[src/rtl/mul_hash_pkg.sv]
// Constants and helpers shared by mul_hash and its consumers. Keeping the
// latency here keeps the producer and consumer delay depths in step.
package mul_hash_pkg;

   localparam logic [63:0] MUL_HASH_B      = 64'h0b4e0ef37bc32127;
   localparam int          MUL_HASH_LAT    = 6;
   localparam int          MUL_HASH_TERM_W = 24;
   localparam int          MUL_HASH_PROD_W = 64;

   typedef enum logic [0:0] {
      ACC_IDLE  = 1'b0,
      ACC_ACCUM = 1'b1
   } acc_state_e;

   function automatic logic [MUL_HASH_PROD_W-1:0] rotl1(input logic [MUL_HASH_PROD_W-1:0] x);
      return {x[MUL_HASH_PROD_W-2:0], x[MUL_HASH_PROD_W-1]};
   endfunction

endpackage

[src/rtl/mul_hash_combine.sv]
// Recombines the four 24-bit partial products of one byte into the 64-bit
// product and registers it together with its framing bits.
module mul_hash_combine
   import mul_hash_pkg::*;
(
   input  logic                       clk,
   input  logic                       rst,
   input  logic                       in_valid,
   input  logic                       in_last,
   input  logic [MUL_HASH_TERM_W-1:0] ab0,
   input  logic [MUL_HASH_TERM_W-1:0] ab1,
   input  logic [MUL_HASH_TERM_W-1:0] ab2,
   input  logic [MUL_HASH_TERM_W-1:0] ab3,
   output logic                       p_valid,
   output logic                       p_last,
   output logic [MUL_HASH_PROD_W-1:0] p
);

   logic [MUL_HASH_PROD_W-1:0] sum_s;

   // Shift-add of the terms; carries past bit 63 and the top of ab3 fall off.
   always_comb begin
      sum_s = MUL_HASH_PROD_W'(ab0)
            + (MUL_HASH_PROD_W'(ab1) << 6'd16)
            + (MUL_HASH_PROD_W'(ab2) << 6'd32)
            + (MUL_HASH_PROD_W'(ab3) << 6'd48);
   end

   // Product register with its valid/last bits.
   always_ff @(posedge clk) begin
      if (rst) begin
         p_valid <= 1'b0;
         p_last  <= 1'b0;
         p       <= {MUL_HASH_PROD_W{1'b0}};
      end else begin
         p_valid <= in_valid;
         p_last  <= in_valid & in_last;
         p       <= sum_s;
      end
   end

endmodule

[src/rtl/mul_hash_acc.sv]
// Folds mul_hash byte products into a rolling per-string hash and emits one
// hash with its length per string (or per MAX_LEN bytes when truncated).
module mul_hash_acc
   import mul_hash_pkg::*;
#(
   parameter int HASH_BITS = 16,
   parameter int MAX_LEN   = 32,
   parameter int LEN_W     = $clog2(MAX_LEN + 1)
) (
   input  logic                       clk,
   input  logic                       rst,
   input  logic                       in_valid,
   input  logic                       in_last,
   input  logic [MUL_HASH_TERM_W-1:0] ab0,
   input  logic [MUL_HASH_TERM_W-1:0] ab1,
   input  logic [MUL_HASH_TERM_W-1:0] ab2,
   input  logic [MUL_HASH_TERM_W-1:0] ab3,
   output logic                       out_valid,
   output logic [HASH_BITS-1:0]       out_hash,
   output logic [LEN_W-1:0]           out_len,
   output logic                       out_trunc,
   output logic                       busy
);

   logic [MUL_HASH_LAT-1:0]    v_dly_r;
   logic [MUL_HASH_LAT-1:0]    l_dly_r;
   logic                       p_valid_s;
   logic                       p_last_s;
   logic [MUL_HASH_PROD_W-1:0] p_s;
   acc_state_e                 state_r;
   logic [MUL_HASH_PROD_W-1:0] acc_r;
   logic [LEN_W-1:0]           cnt_r;
   logic [MUL_HASH_PROD_W-1:0] acc_next_s;
   logic [LEN_W-1:0]           cnt_next_s;
   logic                       at_limit_s;
   logic                       close_s;

   // Framing delay line; the oldest stage lines up with ab0..ab3.
   always_ff @(posedge clk) begin
      if (rst) begin
         v_dly_r <= {MUL_HASH_LAT{1'b0}};
         l_dly_r <= {MUL_HASH_LAT{1'b0}};
      end else begin
         v_dly_r <= {v_dly_r[MUL_HASH_LAT-2:0], in_valid};
         l_dly_r <= {l_dly_r[MUL_HASH_LAT-2:0], in_valid & in_last};
      end
   end

   mul_hash_combine u_combine (
      .clk      (clk),
      .rst      (rst),
      .in_valid (v_dly_r[MUL_HASH_LAT-1]),
      .in_last  (l_dly_r[MUL_HASH_LAT-1]),
      .ab0      (ab0),
      .ab1      (ab1),
      .ab2      (ab2),
      .ab3      (ab3),
      .p_valid  (p_valid_s),
      .p_last   (p_last_s),
      .p        (p_s)
   );

   // Next accumulator/count; a closed string restarts from zero with no bubble.
   always_comb begin
      acc_next_s = {MUL_HASH_PROD_W{1'b0}};
      cnt_next_s = {LEN_W{1'b0}};
      if (state_r == ACC_ACCUM) begin
         acc_next_s = rotl1(acc_r) ^ p_s;
         cnt_next_s = cnt_r + LEN_W'(1);
      end else begin
         acc_next_s = p_s;
         cnt_next_s = LEN_W'(1);
      end
      at_limit_s = (cnt_next_s == LEN_W'(MAX_LEN));
      close_s    = p_last_s | at_limit_s;
   end

   // String FSM with registered emit outputs; gaps leave acc/cnt untouched.
   always_ff @(posedge clk) begin
      if (rst) begin
         state_r   <= ACC_IDLE;
         acc_r     <= {MUL_HASH_PROD_W{1'b0}};
         cnt_r     <= {LEN_W{1'b0}};
         out_valid <= 1'b0;
         out_hash  <= {HASH_BITS{1'b0}};
         out_len   <= {LEN_W{1'b0}};
         out_trunc <= 1'b0;
      end else begin
         out_valid <= 1'b0;
         if (p_valid_s) begin
            acc_r <= acc_next_s;
            cnt_r <= cnt_next_s;
            if (close_s) begin
               state_r   <= ACC_IDLE;
               out_valid <= 1'b1;
               out_hash  <= acc_next_s[MUL_HASH_PROD_W-1 -: HASH_BITS];
               out_len   <= cnt_next_s;
               out_trunc <= at_limit_s & ~p_last_s;
            end else begin
               state_r <= ACC_ACCUM;
            end
         end
      end
   end

   // Busy while a string is open or any byte is still in the pipeline.
   always_comb begin
      busy = (state_r == ACC_ACCUM) | (|v_dly_r) | p_valid_s;
   end

endmodule

[config.mk]
export PLATFORM = sky130hd
export DESIGN_NAME = mul_hash_acc
export DESIGN_NICKNAME = d
export VERILOG_FILES = /design/src/rtl/mul_hash_pkg.sv /design/src/rtl/mul_hash_combine.sv /design/src/rtl/mul_hash_acc.sv
export SDC_FILE = /design/constraint.sdc
export NUM_CORES = 1
export LEC_CHECK = 0
export ABC_AREA = 1
export ABC_CLOCK_PERIOD_IN_PS = 3200
export CORE_MARGIN = 2
export CORE_UTILIZATION = 50
export DETAILED_ROUTE_END_ITERATION = 8
export PLACE_DENSITY = 0.79
export SLEW_MARGIN = 20
export SYNTH_ARGS = -nofsm -noshare
export SYNTH_HDL_FRONTEND = slang
export SYNTH_SLANG_ARGS = --single-unit
[constraint.sdc]
create_clock -name clk -period 3.2 [get_ports clk]
set_input_delay 0.64 -clock clk [delete_from_list [all_inputs] [get_ports clk]]
set_output_delay 0.64 -clock clk [all_outputs]
set_load 0.05 [all_outputs]
Yosys cells after proc, flatten, opt, wreduce, memory -nomap -nowiden
Index checks and enable logic that the tools add are counted.
{"block": "word_totals", "rom_bits": 0, "ff_bits": 173, "elab_cells": 33, "out_inout_bits": 25, "memories": 0, "ramBits": 0, "latchBits": 0}
{"block": "op_classes", "mux": 4, "mul": 0, "n_eq_ne": 1, "n_bitwise": 9, "add_sub_neg": 4, "n_reduce_logical": 3, "div_mod_pow": 0, "n_shift": 0, "order_cmp": 0}
{"operator": "$add 64x56->64", "n": 1}
{"operator": "$add 64x64->64", "n": 1}
{"operator": "$mux 64", "n": 1}
{"operator": "$xor 64x64->64", "n": 1}
{"operator": "$add 24x40->41", "n": 1}
{"operator": "$add 6x1->6 const B", "n": 1}
{"operator": "$eq 6x6->1 const B", "n": 1}
{"operator": "$mux 6", "n": 1}
{"operator": "$reduce_or 6->1", "n": 1}
{"operator": "$and 1x1->1", "n": 3}
{"operator": "$or 1x1->1", "n": 3}
{"operator": "$mux 1", "n": 2}
{"operator": "$not 1->1", "n": 2}
{"operator": "$reduce_and 2->1", "n": 1}
{"operator": "$reduce_or 2->1", "n": 1}

Depth between registers and ports, before layout
Gate-level depths: netlist of the first run.
{"block": "logic_depth", "word_depth": 5, "depth_mapped": 23, "depth_no_buf": 23}

Modules after synthesis
Synthesis of the first run repeated with hierarchy kept, for this count alone.
{"block": "hier_totals", "hier_cells": 1239, "area_unflattened_um2": 8873.5}
{"module": "mul_hash_acc", "instances": 1, "cells_per_inst": 576, "area_each_um2": 4720.8}
{"module": "mul_hash_combine", "instances": 1, "cells_per_inst": 663, "area_each_um2": 4152.7}

Least setup slack after synthesis of the first run
Ideal clock, no wire load.
{"block": "synth_path", "path_kind": "input to register", "start": "input port ab0[16]", "end": "register u_combine.p[50]", "required_time_ns": 3.083, "setup_ns": 0.117, "arrival_ns": 3.140, "stages": 19, "slack_ns": -0.057, "path_cell_list": "ha_1 > fa_1 > nand2_1 > nand3_1 > o21ai_1 > o21ai_0 > nand2_1 > a21oi_1 > nand3_1 > inv_1 > ha_1 > nand2_1 > inv_1 > a21boi_0 > nand3_1 > nand2_1 > nand2_1 > o21ai_0 > nor2_1"}
{"block": "synth_between", "elab_chain_len": 3}
{"element": "start, declared", "line_no": "mul_hash_acc.sv:14", "source": "input logic [MUL_HASH_TERM_W-1:0] ab0,"}
{"element": "$add 24x40->41", "line_no": "mul_hash_combine.sv:24", "source": "+ (MUL_HASH_PROD_W'(ab1) << 6'd16)"}
{"element": "$add 64x56->64", "line_no": "mul_hash_combine.sv:25", "source": "+ (MUL_HASH_PROD_W'(ab2) << 6'd32)"}
{"element": "$add 64x64->64", "line_no": "mul_hash_combine.sv:26", "source": "+ (MUL_HASH_PROD_W'(ab3) << 6'd48);"}
{"element": "end signal, assigned", "line_no": "mul_hash_combine.sv:34", "source": "p <= {MUL_HASH_PROD_W{1'b0}};"}
{"element": "end signal, assigned", "line_no": "mul_hash_combine.sv:38", "source": "p <= sum_s;"}
{"element": "end, declared", "line_no": "mul_hash_combine.sv:16", "source": "output logic [MUL_HASH_PROD_W-1:0] p"}
Every way passes these cells.
A chain may end at the register's enable or synchronous reset.

Worst setup path in the final report of the first run
{"block": "layout_path", "start": "input port ab1[3]", "end": "register u_combine.p[60]"}
{"block": "layout_between", "elab_chain_len": 3}
{"element": "start, declared", "line_no": "mul_hash_acc.sv:15", "source": "input logic [MUL_HASH_TERM_W-1:0] ab1,"}
{"element": "$add 24x40->41", "line_no": "mul_hash_combine.sv:24"}
{"element": "$add 64x56->64", "line_no": "mul_hash_combine.sv:25"}
{"element": "$add 64x64->64", "line_no": "mul_hash_combine.sv:26"}
Every way passes these cells.

==> qor.csv, run 1 <==
stage,metric,value,unit
final_layout,ant diodes,0,
routing,Final Routed Wirelength,21600,um
routing,DR DRC count,0,
grt,Global Route met3 Usage,4.36,%
sta,worst slew pin tran,0.971,ns
sta,endpoints failing setup,0,
synthesis,Post-synth EDFFs,0,
synthesis,number of synthesized register bits,173,
die,die extent in y,136,um
power,internal power,3.90,mW
routing,post-route antenna net violation count,0,
synthesis,top_reg_cell synth,dfxtp_1,
grt,initial antenna violation count,0,
worst_setup_path,cell mode on critical path,inv_1,
power,VDD IR max,0.000314,V
grt,busiest grt layer,met2,
routing,DRC marker count from the first detailed-route iteration,685,
power,Sequential Power Share,44.1,%
grt,first-pass GRT wire length,34300,um
clocking,clk_lat worst skew,0.43,ns
clocking,CTS tree,done,
die,IO Pins,125,
synthesis,Synth cell types,35,
die,CORE AREA,0.0172,mm2
power,leakage dissipation,5.21,nW
synthesis,Yosys Warn Count,0,
clocking,Clock Pin Slew Worst Setup and Hold Paths,0.06,ns
synthesis,commonest cells in the netlist,"nand2_1 (299), dfxtp_1 (173), nor2_1 (134)",
sta,TNS Setup,0,ns
placed_design,dpl ws,-0.695,ns
clocking,Num Clock Sinks,173,
worst_setup_path,critical path's slowest cell,clkdlybuf4s50_1,
routing,Vias,8472,
sta,worst rel slew slack,35.3,%
synthesis,"top cells by area, synth","dfxtp_1 (40%), nand2_1 (13%), xor2_1 (6.6%)",
worst_setup_path,R2R Path Start,state_r,
worst_setup_path,critical path peak fanout,5,
die,initial core utilization,50.8,%
sta,final hold viol count,0,
outcome,status,"complete, no violations",
worst_setup_path,Worst Setup SP,ab1[3],
routing,Vias/cell,5.16,
final_layout,area growth from synthesis to layout,32.4,%
grt,vias in the first global route,7549,
synthesis,Synth area leader,dfxtp_1,
placed_design,port buffer count,116,
grt,GRT met2 Usage,36.8,%
final_layout,layout cell share with drive strength beyond 1,13.5,%
sta,Final period util,97.1,%
synthesis,"Avg Cell Area, Syn",7.02,um2
synthesis,syn_nets,1375,
final_layout,nets,1534,
grt,total congestion overflow,0,
clocking,CTS root buf,clkbuf_16,
worst_setup_path,CP required,3.53,ns
worst_setup_path,crit-path cells,"clkdlybuf4s50_1, ha_4, inv_1, nand3_2, o21ai_4, o21ai_2, nand3_1, xor2_1, inv_1, ha_2, inv_2, fa_2, nor2_2, nor2_2, inv_1, nand2_1, nand2_2, nand2_2, a21oi_2, nor2_1",
clocking,clock buffer depth,2,
clocking,cts hold-fix bufs,0,
worst_setup_path,critical path endpoint category,register,
min_path,Worst Hold Class,reg -> reg,
sta,max-slew violations,0,
sta,Tmin final,3.11,ns
synthesis,"FFs w/ async S/R, synth",0,%
grt,pin count of the biggest net entering global routing,119,
die,row count,48,
clocking,TritonCTS Buffers,17,
sta,Fin Clk Skew,0.0109,ns
routing,Avg WL per Cell,13.1,um
worst_setup_path,Setup CP Type,in -> reg,
grt,met1 Usage GRT,31.3,%
synthesis,Synth Cell Area,0.00876,mm2
placed_design,routability congestion estimate,0.938,
power,Power Density,442,mW/mm2
power,clock group share of total power,41.0,%
die,Die Area,0.0186,mm2
routing,first-pass iteration count of the detailed router,5,
sta,setup ws final,0.0913,ns
die,Die W,136,um
power,sw power,1.23,mW
power,share of total power in combinational logic,14.9,%
synthesis,top-count cell post-synth,nand2_1,
flow_run,max_cap viols,0,
worst_setup_path,CP peak stage delay,0.51,ns
power,Sw Ratio,24.1,%
worst_setup_path,Setup crit start kind,input port,
placed_design,Post-DP HPWL,14700,um
worst_setup_path,Critical Path AT,3.44,ns
sta,Max Clock Freq,0.322,GHz
clocking,CTS H-Tree Depth,4,
synthesis,"Seq/Total Area, Yosys",39.5,%
synthesis,Cells after Synth,1247,
min_path,hold_sp,l_dly_r[4],
synthesis,Yosys top cell area share,39.5,%
grt,Tot GR Track Use,22.9,%
## cell usage in the layout (no fill, tap or decap), types with 36 or more instances in the layout
cell type,synthesis,final
clkdlybuf4s50_1,0,100
inv_1,129,125
o21ai_0,92,86
xor2_1,66,66
dfxtp_1,173,171
buf_4,1,73
nand2_1,299,278
nand3_1,59,49
a21oi_1,110,102
nand4_1,36,36
nor2_1,134,122
## per-layer routing
metal / routed length, um / vias up
li1: - / 4342
met1: 9990 / 3854
met2: 10100 / 247
met3: 1210 / 29
met4: 308 / 0
met5: 0 / -
## registers in the layout (all words and copies together) (netlist names)
signal,count
acc_r,64
state_r,1
u_combine.p,64
cnt_r,6
v_dly_r,6
out_hash,16
out_valid,1
u_combine.p_valid,1
out_trunc,1
out_len,6
u_combine.p_last,1
l_dly_r,6
## worst max-delay path, delay by kind of cell
family	cells	cell delay, ns
AOI/OAI and AO/OA	3	0.42
xor gates and xnor gates	1	0.15
adders and majority gates	3	0.76
buffers and inverters	5	0.74
and+or+nand+nor	8	0.73
## layout make-up
| class | instances | area [um2] |
|---|---|---|
| Fill cell | 1405 | 5640 |
| Clock buffer | 25 | 495 |
| Inverter | 130 | 489 |
| Clock inverter | 6 | 106 |
| Sequential cell | 173 | 3470 |
| Multi-Input combinational cell | 892 | 4970 |
| Timing Repair Buffer | 192 | 1780 |
| Tap cell | 225 | 282 |
## kinds of logic after synthesis
logic type / synth area share (%)
AOI/OAI and AO/OA: 12.9
xor gates and xnor gates: 7.00
adders and majority gates: 4.17
buffers and inverters: 8.17
DFF: 39.5
and+or+nand+nor: 28.2
## power by group through the flow
stage	registers, mW	logic, mW	clock network, mW
after global placement	2.31	0.664	0
after global routing	2.27	0.845	2.23
after detailed placement	2.31	0.672	0
final	2.26	0.765	2.10
after CTS	2.26	0.687	2.14
after floorplan	2.30	0.370	0
## metrics by stage
| step | cell area, um2 | std cells | hold slack [ns] | power (mW) | util, % |
|---|---|---|---|---|---|
| after CTS | 11200 | 1640 | 0.409 | 5.09 | 65.1 |
| after global routing | 11600 | 1643 | 0.428 | 5.34 | 67.3 |
| after floorplan | 8760 | 1247 | 0.388 | 2.67 | - |
| after global placement | 10500 | 1608 | 0.393 | 2.97 | 61.1 |
| after detailed placement | 10500 | 1608 | 0.395 | 2.98 | 61.1 |
| final | 11600 | 1643 | 0.397 | 5.13 | 67.3 |
## what timing repair did
item	4_1_cts	5_1_grt
pin swaps	7	34
setup endpoints to repair	24	27
buffers inserted	1	3
resized for setup	22	89
## path summary, 6_finish.rpt
check                                  endpoint  cells past startpoint  slack (ns)
worst max-delay path            u_combine.p[60]                     20        0.09
worst min-delay path                 l_dly_r[5]                      2        0.40
worst max register to register     out_hash[13]                     11        1.15
worst min register to register       l_dly_r[5]                      2        0.40
Power figures use the tool's default switching activity.
==> inputs of run 2 (changes only) <==
--- a/config.mk
+++ b/config.mk
@@ -6,11 +6,11 @@
 export NUM_CORES = 1
 export LEC_CHECK = 0
 export ABC_AREA = 1
-export ABC_CLOCK_PERIOD_IN_PS = 3200
+export ABC_CLOCK_PERIOD_IN_PS = 3600
 export CORE_MARGIN = 2
-export CORE_UTILIZATION = 50
+export CORE_UTILIZATION = 59
 export DETAILED_ROUTE_END_ITERATION = 8
-export PLACE_DENSITY = 0.79
+export PLACE_DENSITY = 0.87
 export SLEW_MARGIN = 20
 export SYNTH_ARGS = -nofsm -noshare
 export SYNTH_HDL_FRONTEND = slang
==> constraint.sdc (replaced) <==
create_clock -name clk -period 3.6 [get_ports clk]
set_input_delay 0.72 -clock clk [delete_from_list [all_inputs] [get_ports clk]]
set_output_delay 0.72 -clock clk [all_outputs]
set_load 0.05 [all_outputs]
==> run 2 against run 1 <==
  * Sequential power shrank 11%
  * Die area shrank 15%
  * Count of clock-buffer cells in the layout unchanged
  * Critical path type unchanged
==> qor.csv, run 2 (same netlist as run 1, synthesis figures left out) <==
stage,metric,value,unit
outcome,status,"complete, no violations",
routing,DR DRC count,0,
worst_setup_path,R2R Path Start,state_r,
clocking,clock buffer depth,2,
worst_setup_path,critical path endpoint category,register,
grt,initial antenna violation count,0,
placed_design,Post-DP HPWL,14800,um
final_layout,most frequent cells in the layout,"nand2_1 (296), dfxtp_1 (171), nor2_1 (131)",
worst_setup_path,CP required,3.92,ns
routing,Vias,8515,
die,IO Pins,125,
grt,vias in the first global route,7985,
grt,Tot GR Track Use,26.9,%
clocking,clk_lat worst skew,0.42,ns
final_layout,ant diodes,0,
routing,DRC marker count from the first detailed-route iteration,692,
grt,total congestion overflow,0,
sta,final hold viol count,0,
sta,worst slew pin tran,0.968,ns
routing,Vias/cell,5.35,
clocking,Clock Pin Slew Worst Setup and Hold Paths,0.06,ns
sta,Max Clock Freq,0.294,GHz
die,Die W,126,um
die,row count,44,
min_path,hold_sp,l_dly_r[3],
final_layout,nets,1524,
routing,post-route antenna net violation count,0,
worst_setup_path,Setup CP Type,in -> reg,
power,leakage dissipation,4.99,nW
min_path,Worst Hold End,l_dly_r[4],
grt,pin count of the biggest net entering global routing,117,
worst_setup_path,FF-to-FF End,out_hash[2],
power,total power,4.41,mW
sta,endpoints failing setup,0,
final_layout,area growth from synthesis to layout,27.2,%
worst_setup_path,critical path peak fanout,5,
die,CORE AREA,0.0145,mm2
sta,Fin Clk Skew,0.00511,ns
clocking,CTS H-Tree Depth,4,
flow_run,max_cap viols,0,
final_layout,"commonest non-fill, non-tap cell in the layout",nand2_1,
placed_design,port buffer count,116,
routing,first-pass iteration count of the detailed router,5,
worst_setup_path,flop-to-flop setup slack,1.19,ns
min_path,Hold Crit Depth,2,
sta,TNS Setup,0,ns
routing,Final Routed Wirelength,21300,um
clocking,CTS root buf,clkbuf_16,
sta,Final period util,94.5,%
power,VDD IR max,0.000267,V
final_layout,layout cell share with drive strength beyond 1,9.30,%
die,die extent in y,126,um
worst_setup_path,Setup crit start kind,input port,
sta,final worst hold slack,0.411,ns
clocking,TritonCTS Buffers,17,
grt,first-pass GRT wire length,35600,um
min_path,Worst Hold Class,reg -> reg,
die,initial core utilization,60.3,%
die,Die Area,0.0158,mm2
clocking,CTS tree,done,
placed_design,routability congestion estimate,0.960,
sta,Tmin final,3.40,ns
placed_design,placed inst area,0.0104,mm2
power,Power Density,396,mW/mm2
clocking,Num Clock Sinks,173,
worst_setup_path,worst r2r path cells,11,
worst_setup_path,Critical Path AT,3.72,ns
sta,max-slew violations,0,
final_layout,Largest regs,"acc_r (64), u_combine.p (64), out_hash (16)",
clocking,cts hold-fix bufs,0,
final_layout,"Design Area, Final",0.0111,mm2
sta,worst rel slew slack,35.5,%
routing,Avg WL per Cell,13.4,um
==> run 2: repair_timing <==
action	CTS	global route
setup buffers	0	3
setup endpoints to repair	0	27
resized for setup	0	34
==> run 2: worst max path at each step <==
stage | startpoint | end | slack, ns
global route | ab0[21] | u_combine.p[55] | -0.008
global placement | ab0[16] | u_combine.p[50] | -0.34
floorplan | ab0[16] | u_combine.p[50] | 0.26
finish | ab1[0] | u_combine.p[60] | 0.20
detailed placement | ab0[16] | u_combine.p[50] | -0.39
CTS | ab0[16] | u_combine.p[42] | 0.05
==> run 2: area by class of cell <==
cell class                 count  area (um2)
fill                        1066        3390
inverter                     130         489
clock inverter                 6        55.1
timing repair buffer         182        1670
clock buffer                  25         527
multi-input combinational    892        4700
tap                          184         230
sequential                   173        3470
==> run 2: report_power, final <==
group          total, mW  leakage [nW]  switching [mW]  internal (mW)
sequential          2.01          1.41          0.0315           1.98
combinational      0.628          3.28           0.333          0.294
clock               1.77         0.294           0.694           1.08
total               4.41          4.99            1.06           3.35
==> run 2: critical path, cell delays in order <==
cell,delay [ns]
clkdlybuf4s50_1,0.47
ha_2,0.19
fa_2,0.20
nand2_1,0.07
nand3_1,0.08
o21ai_2,0.08
buf_6,0.14
o21ai_4,0.13
nand3_2,0.09
xor2_1,0.14
inv_1,0.06
ha_2,0.17
inv_1,0.06
fa_2,0.41
nor2_2,0.12
nor2_2,0.06
inv_1,0.08
nand2_1,0.07
nand2_2,0.11
nand2_1,0.08
a21oi_1,0.13
nor2_1,0.05
==> run 2: routing by layer <==
layer | up-vias | part of all wire (%) | track usage (%)
met5 | - | 0 | 0
met4 | 0 | 2.1 | 9.31
met3 | 48 | 5.8 | 3.91
met2 | 284 | 48 | 44.6
met1 | 3861 | 45 | 36.2
li1 | 4322 | - | -
==> run 2: through the flow <==
stage	util (%)	worst slack [ns]	instances
6_report	76.6	0.198	1592
3_3_place_gp	71.6	-0.344	1558
4_1_cts	75.6	0.0507	1589
3_5_place_dp	71.6	-0.387	1558
5_1_grt	76.6	-0.00846	1592
2_1_floorplan	-	0.263	1247
==> inputs of run 3 (changes only) <==
--- a/config.mk
+++ b/config.mk
@@ -11,6 +11,7 @@
 export CORE_UTILIZATION = 59
 export DETAILED_ROUTE_END_ITERATION = 8
 export PLACE_DENSITY = 0.87
+export REMOVE_ABC_BUFFERS = 1
 export SLEW_MARGIN = 20
 export SYNTH_ARGS = -nofsm -noshare
 export SYNTH_HDL_FRONTEND = slang
==> run 3 against run 2 <==
  * Clock power about the same
  * Largest cell class unchanged
  * Sequential share of layout area decreased by 0.19 points
  * Sequential power is essentially flat
  * Design area up 0.62%
  * Routed wire length rose by 1.6%
  * Flip-flop and latch count stayed put
==> qor.csv, run 3 (same netlist as run 1, synthesis figures left out) <==
stage,metric,value,unit
sta,endpoints failing setup,0,
clocking,CTS tree,done,
placed_design,routability congestion estimate,0.947,
worst_setup_path,critical path endpoint category,register,
clocking,clock buffer depth,2,
sta,RSZ-0062 raised after global routing,yes,
die,row count,44,
sta,worst slew pin tran,0.746,ns
die,die extent in y,126,um
sta,setup ws final,0.118,ns
worst_setup_path,CP required,3.95,ns
die,Die Area,0.0158,mm2
placed_design,dpl ws,-0.467,ns
placed_design,placed cells,1559,
routing,DRC marker count from the first detailed-route iteration,867,
sta,Max Clock Freq,0.287,GHz
worst_setup_path,Worst Setup SP,ab1[6],
sta,worst rel slew slack,50.3,%
final_layout,ant diodes,0,
final_layout,# fillers,1025,
clocking,CTS H-Tree Depth,4,
final_layout,area growth from synthesis to layout,28.0,%
final_layout,layout cell share with drive strength beyond 1,10.0,%
final_layout,Seq. cell area,0.00347,mm2
final_layout,"commonest non-fill, non-tap cell in the layout",nand2_1,
routing,post-route antenna net violation count,0,
final_layout,Largest regs,"acc_r (64), u_combine.p (64), out_hash (16)",
final_layout,nets,1524,
worst_setup_path,crit-path cells,"clkdlybuf4s50_1, ha_4, nand2_1, inv_1, buf_4, nand3_1, o21ai_4, nand3_2, xor2_1, inv_1, ha_2, inv_1, fa_2, nor2_2, nor2_2, inv_1, nand2_1, nand2_2, nand2_2, nand3_1, nand2_1, nor2_1",
die,IO Pins,125,
worst_setup_path,FF-to-FF End,out_hash[3],
power,total power,4.41,mW
routing,Avg WL per Cell,13.6,um
clocking,clk_lat worst skew,0.41,ns
min_path,hold_sp,l_dly_r[4],
sta,max-slew violations,0,
placed_design,Post-DP HPWL,14300,um
clocking,Clock Pin Slew Worst Setup and Hold Paths,0.06,ns
sta,final worst hold slack,0.402,ns
sta,Tmin final,3.48,ns
routing,DR DRC count,0,
routing,Final Routed Wirelength,21600,um
min_path,Worst Hold End,l_dly_r[5],
final_layout,multi-input logic area,0.00479,mm2
grt,vias in the first global route,7885,
worst_setup_path,largest delay contributor family on the critical path,simple AND/OR/NAND/NOR gates,
grt,pin count of the biggest net entering global routing,87,
sta,Final period util,96.7,%
routing,first-pass iteration count of the detailed router,6,
die,Die W,126,um
worst_setup_path,Critical Path AT,3.83,ns
routing,Vias/cell,5.41,
power,Power Density,394,mW/mm2
final_layout,post-route insts no fill,1591,
worst_setup_path,Buffers & Inverters on Critical Path,6,
power,VDD IR max,0.000343,V
final_layout,most frequent cells in the layout,"nand2_1 (296), dfxtp_1 (171), inv_1 (128), nor2_1 (128), clkdlybuf4s50_1 (115)",
grt,busiest grt layer,met2,
min_path,Worst Hold Class,reg -> reg,
outcome,status,"complete, no violations",
grt,Tot GR Track Use,26.3,%
clocking,CTS root buf,clkbuf_16,
grt,first-pass GRT wire length,35200,um
clocking,TritonCTS Buffers,17,
grt,total congestion overflow,0,
flow_run,max_cap viols,0,
grt,GRT met2 Usage,43.8,%
die,initial core utilization,60.3,%
power,leakage dissipation,4.97,nW
worst_setup_path,flop-to-flop setup slack,1.36,ns
clocking,Num Clock Sinks,173,
min_path,Hold Crit Depth,2,
sta,Fin Clk Skew,0.00607,ns
worst_setup_path,Setup CP Type,in -> reg,
worst_setup_path,R2R Path Start,u_combine.p_valid,
worst_setup_path,Setup crit start kind,input port,
worst_setup_path,critical path peak fanout,5,
worst_setup_path,critical path's slowest cell,clkdlybuf4s50_1,
grt,met1 Usage GRT,35.6,%
routing,Vias,8601,
worst_setup_path,CP peak stage delay,0.47,ns
grt,initial antenna violation count,0,
placed_design,placed inst area,0.0104,mm2
worst_setup_path,worst r2r path cells,9,
worst_setup_path,cell mode on critical path,inv_1,
sta,final hold viol count,0,
die,CORE AREA,0.0145,mm2
grt,Global Route met3 Usage,3.06,%
final_layout,"Design Area, Final",0.0112,mm2
placed_design,port buffer count,116,
-- run 3: worst max path at each step --
stage	endpoint	slack, ns	depth (start not counted)
detailed placement	u_combine.p[50]	-0.47	20
global placement	u_combine.p[50]	-0.43	20
floorplan	out_len[0]	-0.54	4
global route	u_combine.p[60]	-0.14	22
finish	u_combine.p[60]	0.12	22
CTS	u_combine.p[62]	0.002	20
-- run 3: area by class of cell --
type	count	area share (%)
tap	184	2.05
inverter	130	4.36
sequential	173	30.9
clock inverter	6	0.759
clock buffer	24	4.30
timing repair buffer	182	14.9
multi-input combinational	892	42.7
-- run 3: worst register-to-register path, stage by stage (launching register included) --
cell and delay [ns]:
dfxtp_4 0.35, buf_4 0.57, nand3b_1 0.16, nor2_1 0.14
nand2_1 0.09, nor2_2 0.14, nand2_4 0.21, nand2_4 0.30
nand3b_1 0.16, nand2_1 0.08
-- run 3: report_power, final --
group | switching, mW | internal, mW | total (mW)
Combinational | 0.343 | 0.302 | 0.645
Sequential | 0.0320 | 1.98 | 2.01
Clock | 0.690 | 1.07 | 1.76
Total | 1.06 | 3.35 | 4.41
-- run 3: layer usage --
metal	wire length (um)	share of wire, %
met3	1230	5.7
met5	0	0
met4	513	2.4
met1	9650	45
met2	10200	47
-- run 3: per-stage QoR --
step           utilization [%]  TNS, ns
2_1_floorplan                -   -12.75
3_3_place_gp              71.7    -7.73
3_5_place_dp              71.7    -8.91
4_1_cts                   75.6        0
5_1_grt                   77.1   -0.641
6_report                  77.1        0
-- run 3: timing repair --
| action | in CTS | in global routing |
|---|---|---|
| buffers inserted | 0 | 2 |
| pin swaps | 0 | 8 |
| cloned | 0 | 0 |
| hold buffers | 0 | 0 |
| setup endpoints to repair | 6 | 27 |
| resized for setup | 4 | 46 |
